[src/rtl/ctrl_pipe.sv]
// ctrl_pipe -- pipelined control unit for the 5-stage RV32I core.
//
// The Decode-stage instruction fields are decoded by maindec/aludec. The
// control bundle is then carried through the ID/EX, EX/MEM and MEM/WB
// registers. Branches and jumps are resolved in Execute from the ALU flags.
// Load-use stalls and the branch/jump flushes are generated here.
//
// Optional feature: define CTRL_MEXT_EN to decode the RV32M multiply/divide
// group (opcode 0110011, funct7 = 0000001). In the default build
// MulDivE/MulOpE are tied to 0 and funct7b0D is ignored.
//
// Ports:
//   clk, rst_n               clock, asynchronous active-low reset
//   opD, funct3D, funct7b5D,
//   funct7b0D                Decode-stage instruction fields
//   Rs1D, Rs2D, RdD          Decode-stage register specifiers
//   stall_i                  external freeze (memory wait)
//   ZeroE/NegE/OvfE/CarryE   Execute-stage ALU flags from the subtract
//   ImmSrcD                  immediate format select (combinational)
//   RegWrite/ResultSrc/MemWrite/Rd {E,M,W}   per-stage control bundle
//   ALUSrcE, ALUControlE     Execute-stage ALU controls
//   PCSrcE                   taken branch or jump
//   StallF/StallD/FlushD/FlushE   hazard controls
//   IllegalE                 unknown opcode in Execute
//   MulDivE, MulOpE          M-extension op in Execute
//
// ALU operation encoding on ALUControlE[3:0]:
//   0000 add  0001 sub  0010 and  0011 or   0100 xor
//   0101 slt  0110 sll  0111 srl  1000 sra  1001 sltu  1010 pass B (lui)

// Main decoder: opcode -> datapath control. Unknown opcodes give all-zero
// control with legal_o = 0.
module maindec (
    input  logic [6:0] op_i,
    output logic       regWrite_o,
    output logic [1:0] resultSrc_o,
    output logic       memWrite_o,
    output logic       jump_o,
    output logic       branch_o,
    output logic       aluSrc_o,
    output logic [2:0] immSrc_o,
    output logic [1:0] aluOp_o,
    output logic       legal_o
);

    // One opcode per arm. ALUOp: 00 add, 01 sub, 10 by funct, 11 pass B.
    always_comb begin
        regWrite_o  = 1'b0;
        resultSrc_o = 2'b00;
        memWrite_o  = 1'b0;
        jump_o      = 1'b0;
        branch_o    = 1'b0;
        aluSrc_o    = 1'b0;
        immSrc_o    = 3'b000;
        aluOp_o     = 2'b00;
        legal_o     = 1'b1;
        case (op_i)
            7'b0000011: begin // load
                regWrite_o  = 1'b1;
                resultSrc_o = 2'b01;
                aluSrc_o    = 1'b1;
            end
            7'b0100011: begin // store
                memWrite_o = 1'b1;
                aluSrc_o   = 1'b1;
                immSrc_o   = 3'b001;
            end
            7'b0110011: begin // R-type
                regWrite_o = 1'b1;
                aluOp_o    = 2'b10;
            end
            7'b0010011: begin // I-type ALU
                regWrite_o = 1'b1;
                aluSrc_o   = 1'b1;
                aluOp_o    = 2'b10;
            end
            7'b1100011: begin // branch
                branch_o = 1'b1;
                immSrc_o = 3'b010;
                aluOp_o  = 2'b01;
            end
            7'b1101111: begin // jal
                regWrite_o  = 1'b1;
                resultSrc_o = 2'b10;
                jump_o      = 1'b1;
                immSrc_o    = 3'b011;
            end
            7'b1100111: begin // jalr: ALU forms rs1 + imm for the target
                regWrite_o  = 1'b1;
                resultSrc_o = 2'b10;
                jump_o      = 1'b1;
                aluSrc_o    = 1'b1;
            end
            7'b0110111: begin // lui
                regWrite_o = 1'b1;
                aluSrc_o   = 1'b1;
                immSrc_o   = 3'b100;
                aluOp_o    = 2'b11;
            end
            default: legal_o = 1'b0;
        endcase
    end

endmodule

// ALU decoder: ALUOp plus funct fields -> ALU operation.
module aludec (
    input  logic       opb5_i,
    input  logic [2:0] funct3_i,
    input  logic       funct7b5_i,
    input  logic [1:0] aluOp_i,
    output logic [3:0] aluControl_o
);

    // funct7b5 selects sub only for R-type (opb5 = 1). For addi the same
    // bit belongs to the immediate.
    always_comb begin
        aluControl_o = 4'b0000;
        case (aluOp_i)
            2'b00: aluControl_o = 4'b0000;
            2'b01: aluControl_o = 4'b0001;
            2'b11: aluControl_o = 4'b1010;
            default: begin
                case (funct3_i)
                    3'b000:  aluControl_o = (funct7b5_i & opb5_i) ? 4'b0001 : 4'b0000;
                    3'b001:  aluControl_o = 4'b0110;
                    3'b010:  aluControl_o = 4'b0101;
                    3'b011:  aluControl_o = 4'b1001;
                    3'b100:  aluControl_o = 4'b0100;
                    3'b101:  aluControl_o = funct7b5_i ? 4'b1000 : 4'b0111;
                    3'b110:  aluControl_o = 4'b0011;
                    default: aluControl_o = 4'b0010;
                endcase
            end
        endcase
    end

endmodule

// ALUC_W must be at least 4. Bits above [3:0] of ALUControlE are zero.
module ctrl_pipe #(
    parameter int unsigned ALUC_W       = 4,
    parameter int unsigned ILLEGAL_TRAP = 1
) (
    input  logic              clk,
    input  logic              rst_n,
    input  logic [6:0]        opD,
    input  logic [2:0]        funct3D,
    input  logic              funct7b5D,
    input  logic              funct7b0D,
    input  logic [4:0]        Rs1D,
    input  logic [4:0]        Rs2D,
    input  logic [4:0]        RdD,
    input  logic              stall_i,
    input  logic              ZeroE,
    input  logic              NegE,
    input  logic              OvfE,
    input  logic              CarryE,
    output logic [2:0]        ImmSrcD,
    output logic              RegWriteE,
    output logic              RegWriteM,
    output logic              RegWriteW,
    output logic [1:0]        ResultSrcE,
    output logic [1:0]        ResultSrcM,
    output logic [1:0]        ResultSrcW,
    output logic              MemWriteE,
    output logic              MemWriteM,
    output logic              ALUSrcE,
    output logic [ALUC_W-1:0] ALUControlE,
    output logic              PCSrcE,
    output logic [4:0]        RdE,
    output logic [4:0]        RdM,
    output logic [4:0]        RdW,
    output logic              StallF,
    output logic              StallD,
    output logic              FlushD,
    output logic              FlushE,
    output logic              IllegalE,
    output logic              MulDivE,
    output logic [2:0]        MulOpE
);

    typedef struct packed {
        logic       regWrite;
        logic [1:0] resultSrc;
        logic       memWrite;
        logic       jump;
        logic       branch;
        logic       aluSrc;
        logic [3:0] aluControl;
        logic [2:0] funct3;
        logic [4:0] rd;
        logic       illegal;
`ifdef CTRL_MEXT_EN
        logic       mulDiv;
        logic [2:0] mulOp;
`endif
    } exCtrl_t;

    typedef struct packed {
        logic       regWrite;
        logic [1:0] resultSrc;
        logic       memWrite;
        logic [4:0] rd;
    } memCtrl_t;

    typedef struct packed {
        logic       regWrite;
        logic [1:0] resultSrc;
        logic [4:0] rd;
    } wbCtrl_t;

    logic       mdRegWrite;
    logic [1:0] mdResultSrc;
    logic       mdMemWrite;
    logic       mdJump;
    logic       mdBranch;
    logic       mdAluSrc;
    logic [1:0] mdAluOp;
    logic       mdLegal;
    logic [3:0] aluCtrlD;

    exCtrl_t  decD;
    exCtrl_t  eCtrl_d, eCtrl_q;
    memCtrl_t mCtrl_q;
    wbCtrl_t  wCtrl_q;

    logic branchCond;
    logic lwStall;

    maindec uMaindec (
        .op_i        (opD),
        .regWrite_o  (mdRegWrite),
        .resultSrc_o (mdResultSrc),
        .memWrite_o  (mdMemWrite),
        .jump_o      (mdJump),
        .branch_o    (mdBranch),
        .aluSrc_o    (mdAluSrc),
        .immSrc_o    (ImmSrcD),
        .aluOp_o     (mdAluOp),
        .legal_o     (mdLegal)
    );

    aludec uAludec (
        .opb5_i       (opD[5]),
        .funct3_i     (funct3D),
        .funct7b5_i   (funct7b5D),
        .aluOp_i      (mdAluOp),
        .aluControl_o (aluCtrlD)
    );

`ifndef CTRL_MEXT_EN
    logic unusedFunct7b0;
    assign unusedFunct7b0 = funct7b0D;
`endif

    // Assemble the Decode-stage bundle. An unknown opcode becomes a bubble
    // with its destination cleared, optionally flagged as illegal.
    always_comb begin
        decD            = '0;
        decD.regWrite   = mdRegWrite;
        decD.resultSrc  = mdResultSrc;
        decD.memWrite   = mdMemWrite;
        decD.jump       = mdJump;
        decD.branch     = mdBranch;
        decD.aluSrc     = mdAluSrc;
        decD.aluControl = aluCtrlD;
        decD.funct3     = funct3D;
        decD.rd         = RdD;
        if (!mdLegal) begin
            decD         = '0;
            decD.illegal = (ILLEGAL_TRAP != 0);
        end
`ifdef CTRL_MEXT_EN
        // The M group shares the R-type opcode. It writes the register file
        // through the ALU-result path but leaves the ALU idle.
        if (mdLegal && (opD == 7'b0110011) && funct7b0D && !funct7b5D) begin
            decD.mulDiv     = 1'b1;
            decD.mulOp      = funct3D;
            decD.aluControl = 4'b0000;
        end
`endif
    end

    // Branch condition from the Execute flags. The signed conditions use
    // N^V, and the unsigned conditions use the subtract carry (C=1 means no borrow).
    always_comb begin
        branchCond = 1'b0;
        case (eCtrl_q.funct3)
            3'b000:  branchCond = ZeroE;
            3'b001:  branchCond = !ZeroE;
            3'b100:  branchCond = NegE ^ OvfE;
            3'b101:  branchCond = !(NegE ^ OvfE);
            3'b110:  branchCond = !CarryE;
            3'b111:  branchCond = CarryE;
            default: branchCond = 1'b0;
        endcase
    end

    assign PCSrcE  = (eCtrl_q.branch & branchCond) | eCtrl_q.jump;

    assign lwStall = (eCtrl_q.resultSrc == 2'b01) & eCtrl_q.regWrite
                   & (eCtrl_q.rd != 5'd0)
                   & ((eCtrl_q.rd == Rs1D) | (eCtrl_q.rd == Rs2D));

    // An external freeze suppresses the flushes, so the frozen stages keep
    // their contents. The flush still wins over a load-use stall, because
    // the stalled Decode instruction is on the wrong path.
    assign StallF = lwStall | stall_i;
    assign StallD = lwStall | stall_i;
    assign FlushD = PCSrcE & !stall_i;
    assign FlushE = (lwStall | PCSrcE) & !stall_i;

    // ID/EX next state: hold on freeze, bubble on flush, else take Decode.
    always_comb begin
        eCtrl_d = eCtrl_q;
        if (!stall_i) begin
            if (FlushE) begin
                eCtrl_d = '0;
            end else begin
                eCtrl_d = decD;
            end
        end
    end

    always_ff @(posedge clk or negedge rst_n) begin
        if (!rst_n) begin
            eCtrl_q <= '0;
        end else begin
            eCtrl_q <= eCtrl_d;
        end
    end

    // EX/MEM and MEM/WB have no flush. They only freeze with stall_i.
    always_ff @(posedge clk or negedge rst_n) begin
        if (!rst_n) begin
            mCtrl_q <= '0;
            wCtrl_q <= '0;
        end else if (!stall_i) begin
            mCtrl_q.regWrite  <= eCtrl_q.regWrite;
            mCtrl_q.resultSrc <= eCtrl_q.resultSrc;
            mCtrl_q.memWrite  <= eCtrl_q.memWrite;
            mCtrl_q.rd        <= eCtrl_q.rd;
            wCtrl_q.regWrite  <= mCtrl_q.regWrite;
            wCtrl_q.resultSrc <= mCtrl_q.resultSrc;
            wCtrl_q.rd        <= mCtrl_q.rd;
        end
    end

    assign RegWriteE   = eCtrl_q.regWrite;
    assign ResultSrcE  = eCtrl_q.resultSrc;
    assign MemWriteE   = eCtrl_q.memWrite;
    assign ALUSrcE     = eCtrl_q.aluSrc;
    assign ALUControlE = ALUC_W'(eCtrl_q.aluControl);
    assign RdE         = eCtrl_q.rd;
    assign IllegalE    = eCtrl_q.illegal;

    assign RegWriteM   = mCtrl_q.regWrite;
    assign ResultSrcM  = mCtrl_q.resultSrc;
    assign MemWriteM   = mCtrl_q.memWrite;
    assign RdM         = mCtrl_q.rd;

    assign RegWriteW   = wCtrl_q.regWrite;
    assign ResultSrcW  = wCtrl_q.resultSrc;
    assign RdW         = wCtrl_q.rd;

`ifdef CTRL_MEXT_EN
    assign MulDivE = eCtrl_q.mulDiv;
    assign MulOpE  = eCtrl_q.mulOp;
`else
    assign MulDivE = 1'b0;
    assign MulOpE  = 3'b000;
`endif

endmodule

[config.mk]
export PLATFORM = sky130hd
export DESIGN_NAME = ctrl_pipe
export DESIGN_NICKNAME = d
export VERILOG_FILES = /design/src/rtl/ctrl_pipe.sv
export SDC_FILE = /design/constraint.sdc
export NUM_CORES = 1
export LEC_CHECK = 0
export CAP_MARGIN = 20
export CORE_MARGIN = 4
export CORE_UTILIZATION = 45
export DETAILED_ROUTE_END_ITERATION = 7
export PLACE_DENSITY = 0.8
export SYNTH_ARGS = -nofsm -noshare
export SYNTH_HDL_FRONTEND = slang
export SYNTH_SLANG_ARGS = --single-unit
[constraint.sdc]
create_clock -name clk -period 2.8 [get_ports clk]
set_clock_uncertainty 0.2 [all_clocks]
set_input_delay 0.28 -clock clk [delete_from_list [all_inputs] [get_ports clk]]
set_output_delay 0.28 -clock clk [all_outputs]
set_load 0.02 [all_outputs]
==> results.txt, run 1 <==
The number of levels the H-tree was split into came out at 2. The start-to-end type of the worst setup path is flip-flop to output pin. The core area came out at 0.00447 mm². The parity-gate share of the synthesized area counting xor and xnor cells is 5.17%. The count of input and output buffers is 72. The total global routing track utilization is 16.3%. The proportion of synthesized flip-flops having asynchronous set or reset came out at 100%. The first global-routing pass estimated 7830 µm of wire. The total clock sinks is 36. Traced cell by cell, the critical path runs through or4_1 > o2111ai_2 > o21bai_1 > clkdlybuf4s50_1.

The worst pin sits at a relative slew slack of about 46%. The root buffer cell chosen for the clock tree is sky130_fd_sc_hd__clkbuf_8. In this run, flip-flops and latches consume 44.8% of the power. The total DRC errors in the routed layout is 0. The worst setup path is launched from a flip-flop. The final max-slew violation count is 0.

The period utilization came out at 96.8%. The data arrival at the endpoint of the critical path came out at 2230 ps. The die extent in y is approximately 77 µm. The number of inserted diodes is 0.

The fraction of the mapped netlist area in adder cells is 0%. The post-CTS clock slew at the launch and capture registers of the worst setup and hold paths is about 70 ps. The initial cell density of the core came out at 47.6%. Counting the buffers created by CTS gives 5. The row count came out at 24. The count of nets after finishing came out at 317.

The share of synthesized area spent on multiplexers is 8.46%. The post-detailed-route via-to-cell ratio came out at 5.32. Entering global routing, the biggest net connects 37 pins.

The critical path's slowest cell is sky130_fd_sc_hd__or4_1. In the layout the commonest cells are sky130_fd_sc_hd__clkdlybuf4s50_1 (69), sky130_fd_sc_hd__dfrtp_1 (36), sky130_fd_sc_hd__nand2_1 (29), sky130_fd_sc_hd__buf_4 (19), sky130_fd_sc_hd__o41ai_2 (13). The synthesized-area fraction occupied by ao, oa, aoi and oai cells came out at between 20% and 30%. In the synthesized netlist the dominant register cell turns out to be sky130_fd_sc_hd__dfrtp_1. The simple-gate share of the synthesized area is 13.9%. The data required time of the critical path came out at 2320 ps.

The post-synthesis register bit count is 36. The buffer depth of the longest clock path came out at 2. Setup repair after global routing left no endpoint under its margin. The run finished with clean final reports. In the final routed layout, each cell accounts on average for 14.5 µm.

Net switching is 25.2% of the power. The number of enable flip-flop cells after synthesis came out at 0. The die covers roughly 0.006 mm². The post-synthesis cell area is 0.00213 mm².

The combinational power share came out at between 15 and 20%. The detailed-router iteration count before antenna repair is 4. Synthesis produced a netlist whose cell count is approximately 210.

The initial antenna violation count came out at 0. The register-to-register setup slack came out at 600 ps. The signed area change from the synthesized netlist to the final layout came out at 41.8%.

Of the total power, the clock network draws 37.2%. The number of warning messages in the yosys log is 0. The net switching power came out at 305 µW. The violation count after the first detailed-route iteration is just over 80. Across the run, the number of max-cap violations was 0. The clock period minus final worst setup slack is 2710 ps.

The internal power contribution came out at 905 µW. The count of fill cells added during filler insertion is 367. Summing all non-filler instances in the final layout gives an area of 0.00302 mm².

The via count of the first global-routing pass is 1641. The share of post-route cells with drive strength above 1 is 18.0%. TritonCTS built the clock tree. The placed wire-length estimate is between 3000 and 4000 µm. The clock latency reported for the late side of the worst-skew pair is 280 ps.

Routability-driven placement finished with a final weighted congestion of slightly below 0.9. In this run the worst hold path is classified as input pin to flip-flop. The worst-path maximum fanout came out at 6. The slew at the pin with the worst max-slew slack came out at 809 ps.

The type of element capturing the critical path is an output pin. The leakage dissipation is 1.41 nW. After routing, the total negative slack on setup checks comes to 0 ps. The mean cell area of the mapped netlist came out at 10.3 µm². The post-synthesis sequential area ratio came out at a little over two fifths. The I/O pin count is roughly 80. The die span in x came out at 76.8 µm.

Wires add up to 4890 µm. The number of hold violations in the final report came out at 0. The peak clock frequency supported by timing is 0.369 GHz. The total power per unit cell area came out at 401 mW/mm². The global route total overflow came out at 0. The placed instances occupy a cell area of 0.00290 mm². The count of distinct cell types in the synthesized netlist is 42. The total of endpoints with negative setup slack in the final report came out at 0.

The routed layout has about 1800 vias. The library cell used most frequently in the layout, excluding fill and tap cells, is sky130_fd_sc_hd__clkdlybuf4s50_1. By area, the combinational part of the netlist is dominated by compound AO/OA/AOI/OAI gates. The count of nets left with antenna violations once routing finished came out at 0. The largest voltage drop on the vdd net is between 0.3 and 0.4 mV. The delay of the slowest critical-path stage is about 570 ps.
[cell families (layout without fill, tap and decap cells)]
family          Yosys count  count (layout)
compound gates           44              44
flops                    36              36
simple gates             62              62
other cells               1               4
xor+xnor                 11              11
mux                      16              16
buf+inv                  37             111
[sequential cells by signal, indices dropped and copies added (netlist names)]
register,count
ResultSrcW,2
RegWriteE,1
MemWriteE,1
RdE,5
RdM,5
IllegalE,1
RegWriteW,1
ALUSrcE,1
RegWriteM,1
ALUControlE,4
MemWriteM,1
ResultSrcE,2
eCtrl_q,4
RdW,5
ResultSrcM,2
[layout make-up]
class                           count  area, µm²  share of cell area [%]
Timing Repair Buffer               92        862                    28.6
Clock inverter                      3       42.5                    1.41
Sequential cell                    36        901                    29.8
Multi-Input combinational cell    137       1040                    34.4
Clock buffer                        5       68.8                    2.28
Tap cell                           52       65.1                    2.15
Inverter                           11       41.3                    1.37
[per-stage QoR]
step	setup WS, ps	hold slack, ps	total power, mW	utilization [%]	std cells
after detailed placement	105	212	0.771	64.8	327
after floorplan	692	-216	0.657	-	210
after CTS	89.9	181	1.22	67.5	336
final	88.8	188	1.21	67.5	336
after global routing	2.56	199	1.26	67.5	336
after global placement	110	213	0.768	64.8	327
[per-layer routing]
metal  track usage, %  up-vias  wire, µm
met5                0        -         0
met4             5.98        0        19
met3             3.63        2       349
met2             24.8       76      2160
met1             22.5      837      2360
li1                 -      874         -
[synthesized netlist by cell type (4+ instances only)]
master                     instances  share of area, %
sky130_fd_sc_hd__o21ai_1           5               1.2
sky130_fd_sc_hd__xor2_1           10               4.1
sky130_fd_sc_hd__a21oi_1           6               1.4
sky130_fd_sc_hd__nor2_1           10               1.8
sky130_fd_sc_hd__buf_4            16               5.6
sky130_fd_sc_hd__clkbuf_1          4              0.70
sky130_fd_sc_hd__mux2_1           12               6.3
sky130_fd_sc_hd__inv_1            10               1.8
sky130_fd_sc_hd__nor3_1            6               1.4
sky130_fd_sc_hd__o41ai_2          13               9.9
sky130_fd_sc_hd__nand2_1          29               5.1
sky130_fd_sc_hd__dfrtp_1          36                42
sky130_fd_sc_hd__mux2_2            4               2.1
sky130_fd_sc_hd__nand2b_1          4               1.2
[timing repair]
action / 4_1_cts / 5_1_grt
gates resized for setup: 1 / 0
buffers inserted: 0 / 0
endpoints found under the setup margin: 1 / 0
endpoints found under the hold margin: 36 / 0
hold buffers: 1 / 0
[final timing paths]
path / startpoint / to / depth (start not counted)
max: RdE[2] / StallD / 4
min: stall_i / RdE[1] / 3
max reg2reg: RdE[2] / ALUSrcE / 5
min reg2reg: ResultSrcW[0] / ResultSrcW[0] / 1
max in group asynchronous: rst_n / ALUSrcE / 2
min in group asynchronous: rst_n / eCtrl_q[7] / 2
[power by group through the flow]
stage | sequential, mW | clock (mW) | combinational (mW)
2_1_floorplan | 0.563 | 0 | 0.0946
3_3_place_gp | 0.552 | 0 | 0.217
3_5_place_dp | 0.552 | 0 | 0.219
4_1_cts | 0.542 | 0.459 | 0.220
5_1_grt | 0.543 | 0.485 | 0.236
6_report | 0.541 | 0.450 | 0.218
[critical path: cells and delay by family, from the launching register on]
kind	cells	cell delay, ps
simple gates	1	570
buf+inv	1	560
flops	1	470
compound gates	2	350
(Power assumes the default switching activity.)
==> inputs of run 2 (changes only) <==
Settings changed: CAP_MARGIN 20 to 30, RECOVER_POWER from default to 25, SKIP_CTS_REPAIR_TIMING from default to 1.
==> results.txt, run 2 (same netlist as run 1, synthesis figures left out) <==
The flow ran to the end, and the final reports show no timing, DRC or antenna violations. The origin of the worst min-delay path is ResultSrcW[0]. The worst slew margin relative to its limit came to 34.1% (-12 points).

Walking the worst path, the cells encountered are or4_1 > o2111ai_2 > o21bai_1 > clkdlybuf4s50_1. The period utilization was 97.0% (+0.18 points). The number of hold violations in the final report is 0 (unchanged).

The die extent in y came to 76.8 µm (unchanged). The total DRC errors in the routed layout is 0 (unchanged). The data arrival at the endpoint of the critical path came out at 2240 ps (about the same). The buffer depth of the longest clock path came out at 2 (unchanged). The count of cells along the worst hold path is 1 (-2). The most common library cell in the layout ignoring fill and taps is sky130_fd_sc_hd__clkdlybuf4s50_1.

The worst register-to-register path begins at RdE[2]. The total clock sinks came out at 36 (unchanged). The clock period minus final worst setup slack came out at 2720 ps (+4.99 ps). The data required time of the critical path came out at 2320 ps (about the same). The total power per unit cell area is 403 mW/mm² (+0.50%). The final wirelength is 4930 µm (+0.86%). The number of levels the H-tree was split into is 2 (unchanged).

The worst-path maximum fanout came out at 6 (unchanged). The setup TNS came out at 0 ps (unchanged). The start-to-end type of the worst setup path is flip-flop to output pin. The largest voltage drop on the vdd net came to 0.313 mV (about the same).

The slew at the pin with the worst max-slew slack is 989 ps (+180 ps). The worst setup path is launched from a flip-flop. The core area came out at 0.00447 mm² (unchanged). The placed wire-length estimate was 3750 µm (unchanged). TritonCTS built the clock tree.

The worst hold slack after final layout came out at 291 ps (+103 ps). The initial antenna violation count is 0 (unchanged). The count of fill cells added during filler insertion is 369 (+0.54%). The final max-slew violation count came to 0 (unchanged). The row count came out at 24 (unchanged). The register-to-register setup slack is 600 ps (about the same). The total number of vias is 1805 (+0.89%).

The via count of the first global-routing pass came out at 1641 (unchanged). The count of nets after finishing is 317 (unchanged). The number of inserted diodes came out at 0 (unchanged). For this design, the slowest cell found on the critical path is sky130_fd_sc_hd__or4_1. The total of endpoints with negative setup slack in the final report is 0 (unchanged). The delay of the slowest critical-path stage came out at 570 ps (about the same).

The number of buffers inserted during clock tree synthesis came out at 5 (unchanged). The endpoint identified for the worst register-to-register timing path is ALUSrcE. The post-detailed-route via-to-cell ratio came out at 5.37 (+0.89%). The peak clock frequency supported by timing is 0.368 GHz (-0.18%).

The share of post-route cells with drive strength above 1 is 16.9% (-1.1 points). The count of input and output buffers came to 72 (unchanged). The startpoint of the worst setup timing path is RdE[2]. The largest net degree at the start of global routing is 37 (unchanged). The I/O pin count is 78 (unchanged). The number of violations of the max-capacitance limit came out at 0 (unchanged). The global route total overflow came out at 0 (unchanged). The top cell types in the final layout, fill and taps aside, are sky130_fd_sc_hd__clkdlybuf4s50_1 (69), sky130_fd_sc_hd__dfrtp_1 (36), sky130_fd_sc_hd__nand2_1 (29), sky130_fd_sc_hd__buf_4 (17), sky130_fd_sc_hd__o41ai_2 (13). The worst setup path is captured at an output pin. The area growth from synthesis to layout is 41.5%. The die span in x was 76.8 µm (unchanged). The initial cell density of the core was 47.6% (unchanged). The leakage dissipation is 1.42 nW (+0.28%).

CTS placed an instance of sky130_fd_sc_hd__clkbuf_8 at the clock tree root. The wire length of the first global-routing pass is 7830 µm (unchanged). The post-CTS clock slew at the launch and capture registers of the worst setup and hold paths came out at 70 ps (about the same). The detailed-router iteration count before antenna repair is 4 (unchanged). The clock latency reported for the late side of the worst-skew pair is 290 ps (about the same). The violation count after the first detailed-route iteration was 77 (-4.9%).

For hold timing, the worst endpoint is ResultSrcW[0]. The total global routing track utilization was 16.3% (unchanged). The count of cells along the worst register-to-register path came out at 5 (unchanged). The remaining number of nets flagged by the antenna check after routing was 0 (unchanged).

Setup repair after global routing left no endpoint under its margin. The average wire per standard cell came out at 14.7 µm (+0.86%). The final weighted congestion of routability-driven global placement came out at 0.883 (unchanged). The type of the tightest min-delay check is flip-flop to flip-flop. The overall die area came out at 0.00590 mm² (unchanged).
run 2: per-layer routing:
layer / up-vias / global-route usage (%) / routed length, µm
met1: 842 / 22.4 / 2340
li1: 875 / - / -
met3: 6 / 3.75 / 377
met5: - / 0 / 0
met4: 0 / 5.98 / 61
met2: 82 / 24.8 / 2150
run 2: per-stage QoR:
| stage | cell area (µm²) | power, mW | instances | utilization [%] | worst slack (ps) |
|---|---|---|---|---|---|
| final | 3010 | 1.21 | 336 | 67.4 | 83.9 |
| after global placement | 2900 | 0.768 | 327 | 64.8 | 110 |
| after global routing | 3010 | 1.26 | 336 | 67.4 | 2.56 |
| after CTS | 3010 | 1.22 | 335 | 67.3 | -8.89 |
| after detailed placement | 2900 | 0.771 | 327 | 64.8 | 105 |
| after floorplan | 2140 | 0.657 | 210 | - | 692 |
run 2: report_power, final:
group / switching (mW) / leakage (nW) / internal (mW)
registers: 0.00927 / 0.497 / 0.532
clock network: 0.191 / 0.0541 / 0.263
logic: 0.109 / 0.867 / 0.108
total: 0.310 / 1.42 / 0.903
run 2: layout make-up:
| class | instances | area [µm²] | share of cell area [%] |
|---|---|---|---|
| Clock buffer | 5 | 68.8 | 2.28 |
| Inverter | 11 | 41.3 | 1.37 |
| Sequential cell | 36 | 901 | 29.9 |
| Clock inverter | 3 | 42.5 | 1.41 |
| Timing Repair Buffer | 92 | 857 | 28.4 |
| Tap cell | 52 | 65.1 | 2.16 |
| Multi-Input combinational cell | 137 | 1040 | 34.5 |
run 2: critical path, delay by kind of cell (launching register included):
family / cells / cell delay, ps
DFF: 1 / 470
buffers and inverters: 1 / 560
and+or+nand+nor: 1 / 570
AOI/OAI and AO/OA: 2 / 350
run 2: worst max-delay path by stage:
stage	end	slack [ps]	depth (start not counted)
4_1_cts	FlushE	-9	5
2_1_floorplan	FlushE	690	6
6_report	StallD	80	4
3_3_place_gp	FlushE	110	7
5_1_grt	StallD	3	4
3_5_place_dp	FlushE	110	7
